[config.mk]
export PLATFORM = sky130hd
export DESIGN_NAME = hazard_sched_ctrl
export DESIGN_NICKNAME = d
export VERILOG_FILES = /design/src/rtl/hazard_sched_ctrl.sv
export SDC_FILE = /design/constraint.sdc
export NUM_CORES = 1
export LEC_CHECK = 0
export CAP_MARGIN = 15
export CORE_ASPECT_RATIO = 0.5
export CORE_UTILIZATION = 30
export DETAILED_ROUTE_END_ITERATION = 7
export PLACE_DENSITY = 0.87
export SLEW_MARGIN = 20
export SYNTH_ARGS = -nofsm -noshare
export SYNTH_HDL_FRONTEND = slang
export SYNTH_SLANG_ARGS = --single-unit
[constraint.sdc]
create_clock -name clk -period 2.87 [get_ports clk]
set_input_delay 0.861 -clock clk [delete_from_list [all_inputs] [get_ports clk]]
set_output_delay 0.861 -clock clk [all_outputs]
set_load 0.02 [all_outputs]
[src/rtl/hazard_sched_ctrl.sv]
// Decode/execute hazard scheduler: load-use bubbles, multiply freeze sequencing,
// memory-stall merge and redirect flushes. Optional counters: HAZ_PERF_CNT_EN.
module hazard_sched_ctrl #(
  parameter int MUL_LAT = 4,
  parameter int CNT_W   = 16
) (
  input  logic             clk,
  input  logic             rst_n,
  input  logic [4:0]       D_rs1,
  input  logic [4:0]       D_rs2,
  input  logic             D_use_rs1,
  input  logic             D_use_rs2,
  input  logic             EX_ld,
  input  logic             EX_we,
  input  logic [4:0]       EX_rd,
  input  logic             EX_mul,
  input  logic             EX_taken,
  input  logic             mem_stall_req,
  output logic             F_stall,
  output logic             D_flush,
  output logic             stall_D,
  output logic             MEM_stall,
  output logic             mul_busy,
  output logic [CNT_W-1:0] perf_ldu,
  output logic [CNT_W-1:0] perf_mul,
  output logic [CNT_W-1:0] perf_mem,
  output logic [CNT_W-1:0] perf_flush
);

  localparam int CW = (MUL_LAT > 1) ? $clog2(MUL_LAT) : 1;
  localparam logic [CW-1:0] LAST = CW'(MUL_LAT - 1);
  localparam logic [CW-1:0] ONE  = CW'(1);
  localparam bit MUL_SEQ = (MUL_LAT > 1);

  localparam logic [0:0] IDLE = 1'b0;
  localparam logic [0:0] MUL  = 1'b1;

  logic [0:0]    state_reg, state_next;
  logic [CW-1:0] cnt_reg, cnt_next;
  logic          ldu, entry, freeze, flush, bubble, last;

  always_comb begin
    ldu = EX_ld & EX_we & (EX_rd != 5'd0) &
          ((D_use_rs1 & (D_rs1 == EX_rd)) | (D_use_rs2 & (D_rs2 == EX_rd)));
    entry  = (state_reg == IDLE) & EX_mul & MUL_SEQ & ~mem_stall_req;
    last   = (state_reg == MUL) & (cnt_reg == LAST);
    freeze = entry | ((state_reg == MUL) & (cnt_reg < LAST));
    // A redirect coinciding with a multiply waits until the multiply is done.
    flush  = EX_taken & ~EX_mul & ~mem_stall_req & ~freeze;
    // A redirect squashes the D instruction, so its load-use hazard is moot.
    bubble = ldu & ~mem_stall_req & ~freeze & ~EX_taken;
  end

  // Outputs are forced low while reset is asserted, independent of inputs.
  always_comb begin
    MEM_stall = rst_n & (mem_stall_req | freeze);
    F_stall   = rst_n & (mem_stall_req | freeze | bubble);
    D_flush   = rst_n & flush;
    stall_D   = rst_n & bubble;
    mul_busy  = rst_n & ((state_reg == MUL) | entry);
  end

  always_comb begin
    state_next = state_reg;
    cnt_next   = cnt_reg;
    if (!mem_stall_req) begin
      if (entry) begin
        state_next = MUL;
        cnt_next   = ONE;
      end else if (state_reg == MUL) begin
        if (last) begin
          state_next = IDLE;
          cnt_next   = '0;
        end else begin
          cnt_next = cnt_reg + ONE;
        end
      end
    end
  end

  always_ff @(posedge clk or negedge rst_n) begin
    if (!rst_n) begin
      state_reg <= IDLE;
      cnt_reg   <= '0;
    end else begin
      state_reg <= state_next;
      cnt_reg   <= cnt_next;
    end
  end

`ifdef HAZ_PERF_CNT_EN
  logic [3:0]       perf_inc;
  logic [CNT_W-1:0] perf_reg [4];

  assign perf_inc = {D_flush, (rst_n & mem_stall_req), (rst_n & freeze & ~mem_stall_req), stall_D};

  for (genvar gi = 0; gi < 4; gi++) begin : g_perf
    always_ff @(posedge clk or negedge rst_n) begin
      if (!rst_n)
        perf_reg[gi] <= '0;
      else if (perf_inc[gi] && (perf_reg[gi] != {CNT_W{1'b1}}))
        perf_reg[gi] <= perf_reg[gi] + 1'b1;
    end
  end

  assign perf_ldu   = perf_reg[0];
  assign perf_mul   = perf_reg[1];
  assign perf_mem   = perf_reg[2];
  assign perf_flush = perf_reg[3];
`else
  assign perf_ldu   = '0;
  assign perf_mul   = '0;
  assign perf_mem   = '0;
  assign perf_flush = '0;
`endif

endmodule
; ---- After elaboration in Yosys (flattened, before gate mapping)
; Cells that the tools add are included.
[classes]
eq_ne = 3
reduce_logical = 3
shift = 0
order_cmp = 1
multipliers = 0
mux = 6
n_addsub = 1
n_div = 0
n_bitwise = 30
[op_table]
columns = cell, n
row1 = $and A1 B1 Y1, 20
row2 = $eq A5 B5 Y1, 2
row3 = $mux W2, 3
row4 = $not A1 Y1, 5
row5 = $or A1 B1 Y1, 5
row6 = $reduce_bool A5 Y1, 1
row7 = $mux W1, 3
row8 = $add A2 B1 Y2 const B, 1
row9 = $eq A2 B2 Y1 const B, 1
row10 = $lt A2 B2 Y1 const B, 1
row11 = $reduce_and A2 Y1, 1
row12 = $reduce_bool A2 Y1, 1
[word_totals]
reg_bits = 3
rom_bits = 0
ram_bits = 0
out_inout_bits = 69
memories = 0
latchBits = 0
wordCells = 46

; ---- Longest topological paths before layout
[logic_depth]
ltp_word = 9
mapped_depth = 5
depth_no_buf = 5

; ---- Worst setup path before layout
; No wires, ideal clock.
[synth_path]
path_type = in2out
start = in EX_mul
end = out F_stall
slack_ps = 114
path_buffers = 0
required_ps = 2009
stages = 4
t_arrival_ps = 1895
path_cell_list = nor2_1 > o211ai_2 > or4_1 > o21bai_1
[synth_via]
elab_chain_len = 8
elab_cells_between_ends = 9
cone_classes = bitwise (9)
[synth_rtl]
columns = item, line_no
row1 = start: declaration, 16  ; input logic EX_mul,
row2 = $and A1 B1 Y1 (*) (2 in a row), 45  ; entry = (state_reg == IDLE) & EX_mul & MUL_SEQ & ~mem_stall_req;
row3 = $or A1 B1 Y1 (*), 47  ; freeze = entry | ((state_reg == MUL) & (cnt_reg < LAST));
row4 = $not A1 Y1, 51  ; bubble = ldu & ~mem_stall_req & ~freeze & ~EX_taken;
row5 = $and A1 B1 Y1 (2 in a row), 51
row6 = $or A1 B1 Y1 (*), 57  ; F_stall = rst_n & (mem_stall_req | freeze | bubble);
row7 = $and A1 B1 Y1 (*), 57
row8 = end: declaration, 19  ; output logic F_stall,
; Mark *: on every way between the ends. The rest lies on a longest branch, timed or not.

; ---- Worst setup path after layout
[layout_path]
start = in EX_rd[2]
end = out F_stall
[layout_via]
elab_chain_len = 9
elab_cells_between_ends = 13
cone_classes = eq/ne (2) / bitwise (10) / reduce/logical (1)
[layout_rtl]
columns = item, line_no
row1 = start: declaration, 15  ; input logic [4:0] EX_rd,
row2 = $eq A5 B5 Y1, 44  ; ((D_use_rs1 & (D_rs1 == EX_rd)) | (D_use_rs2 & (D_rs2 == EX_rd)));
row3 = $and A1 B1 Y1, 44
row4 = $or A1 B1 Y1, 44
row5 = $and A1 B1 Y1 (*), 43  ; ldu = EX_ld & EX_we & (EX_rd != 5'd0) &
row6 = $and A1 B1 Y1 (*) (3 in a row), 51
row7 = $or A1 B1 Y1 (*), 57
row8 = $and A1 B1 Y1 (*), 57
; Marked as above.

==> impl_metrics.tcl <==
set metrics [dict create \
    synth.avg_cell_area_um2 7.76 \
    period_needed_ns 2.89 \
    cp-startpoint "EX_rd[2]" \
    dr.pass1.iters 3 \
    die_width_um 76.0 \
    multiInputGateArea_um2 553 \
    maxCapViolCount 0 \
    critPathSlowestCell "nor4_1" \
    fmax_mhz 346 \
    arrival_ns 2.03 \
    finClkSkew_ns 0.000120 \
    rsz0062_at_grt "yes" \
    io_pins 93 \
    synth-seq-area-share_pct 9.13 \
    timing.final.ws_setup_ns -0.0205 \
    grt_usage_pct 10.4 \
    drtIter0Drc 9 \
    cts_tree "done" \
    r2r_cells 4 \
    syn_inst 106 \
    grt_pass1_wl_um 2350 \
    r2r-end "state_reg" \
    path_common_cell "buf_4" \
    r2r_setup_slack_ns 1.76 \
    grt_start_max_net_pins 7 \
    r2r_start "cnt_reg[0]" \
    final_nets 177 \
    yosysTopAreaCell "buf_4" \
    die-area_mm2 0.00297 \
    power_density_mw_per_mm2 452 \
    area_delta_synth_final_pct 29.1 \
    final_cell_mix "conb_1 (64), buf_4 (14), dlygate4sd2_1 (10)" \
    antenna_found_initial 0 \
    path_cells "buf_2, buf_4, xor2_1, nor4_1, a32oi_2, o21bai_1, buf_4" \
    grt_pass1_vias 531 \
    worst-path-max-fanout 3 \
    utilization_pct 44.2 \
    gp_congestion 0.840 \
    synth_warnings 0 \
    min_from "cnt_reg[1]" \
    ant_nets 0 \
    antenna_cells 0 \
    cts_max_level 1 \
    start_util_pct 34.2 \
    num_vias 634 \
    slowest_delay_ns 0.37 \
    status "complete, but fails checks" \
    cts_root_buf "clkbuf_8" \
    total_leakage_power_nw 0.581 \
    rows 12 \
    fillers 226 \
    largest_reg_flops 2 \
    violations "setup timing" \
    seq_area_um2 75.1 \
    cts.clk_slew.worst_paths_ns 0.03 \
    setup_violations 1 \
    cts_buffers 3 \
    drive_gt1_share_pct 25.8 \
    yosysUniqueCellTypes 23 \
    drc_errors 0 \
    die_h_um 39.0 \
    startpoint_type "input pin" \
    synth-seq-cells 3 \
    finalCritPeriodShare_pct 101 \
    routed_wl_um 1700 \
    hold_viol 0 \
    ys_async_sr_fraction_pct 100 \
    design.core.area_mm2 0.00240 \
    hold_depth 2 \
    drv_slew 0 \
    min_to "cnt_reg[1]" \
    cts_sinks 3 \
    grt_remaining_overflow 0 \
    critPathKind "input pin to output pin" \
    synth_edf_count 0 \
    insertion_delay_ns 0.21 \
    critical_path_required_ns 2.01 \
    hpwl_um 1530 \
    hold_buffers 0 \
    synth_top_area_share_pct 58.4 \
    cts_buffer_depth 2 \
    worstHoldPathType "flop to flop" \
    syn-cell-area_um2 822 \
    ir_drop_uv 126 \
    vias_per_cell 3.41 \
    crit_family "buffers and inverters" \
    synth_ff_type "dfrtp_1" \
    critPathBufInv 3 \
    io_buffers 28 \
    yosys-top-cells-area "buf_4 (58%), dfrtp_1 (9.1%), xor2_1 (8.5%), nor2_1 (2.7%), xnor2_1 (2.1%)" \
    critPathCaptureType "output pin" \
    pre_cts_ws_ns -0.821 \
    layout_commonest_cell "conb_1" \
    wl_per_cell_um 9.16 \
]
routing by layer:
layer	track usage [%]	share of wire, %
met1	9.29	32
met2	24.3	63
met3	2.12	4.6
met4	4.33	0
met5	0	0
synthesized netlist by cell type, drive strengths merged, types with 2 or more instances:
master / number
a21oi: 2
and2: 2
or4: 2
xor2: 8
buf: 64
xnor2: 2
nand2: 2
nor2: 6
o21a: 2
dfrtp: 3
nor4: 2
tightest hold or removal path: cells and delay by family, from the launching register on:
family	cells	cell delay, ns
AOI/OAI and AO/OA	1	0.11
DFF	1	0.34
and+or+nand+nor	1	0.07
timing repair:
item | CTS | global route
endpoints found under the setup margin | 5 | 4
cloned | 0 | 0
setup buffers | 0 | 0
resized for setup | 63 | 14
pin swaps | 11 | 5
power breakdown:
| part | total, mW | switching, mW | leakage (nW) | internal (mW) |
|---|---|---|---|---|
| clock network | 0.119 | 0.0243 | 0.0228 | 0.0944 |
| logic | 0.276 | 0.164 | 0.524 | 0.112 |
| registers | 0.0852 | 0.0223 | 0.0343 | 0.0629 |
worst max-delay path by stage:
stage	endpoint	cells past startpoint
after floorplan	F_stall	4
after global placement	F_stall	6
after detailed placement	F_stall	6
after CTS	F_stall	6
after global routing	stall_D	7
final	F_stall	7
stage by stage:
stage | cell area (µm²) | instances | hold WS, ns | total power [mW] | setup TNS, ns
finish | 1060 | 186 | 0.560 | 0.480 | -0.0205
CTS | 1030 | 186 | 0.562 | 0.475 | -0.00432
global route | 1060 | 186 | 0.602 | 0.512 | -0.128
floorplan | 1060 | 169 | 0.472 | 0.305 | 0
detailed placement | 1010 | 182 | 0.550 | 0.354 | -3.20
global placement | 1010 | 182 | 0.483 | 0.340 | -3.06
kinds of logic (layout without fill, tap and decap cells):
kind of cell | Yosys count | after routing | synth area share (%)
buf+inv | 65 | 47 | 58.9
simple gates | 17 | 17 | 11.1
xor+xnor | 10 | 10 | 10.7
compound gates | 9 | 9 | 8.22
flops | 3 | 3 | 9.13
fa+ha+maj | 1 | 1 | 1.52
other cells | 1 | 64 | 0.456
final cells by class:
type,count,area share (%)
Clock buffer,4,4.25
Inverter,1,0.354
Multi-Input combinational cell,101,52.1
Sequential cell,3,7.08
Tap cell,35,4.13
Timing Repair Buffer,42,32.1
No activity file was read; power rests on OpenSTA's default activity.
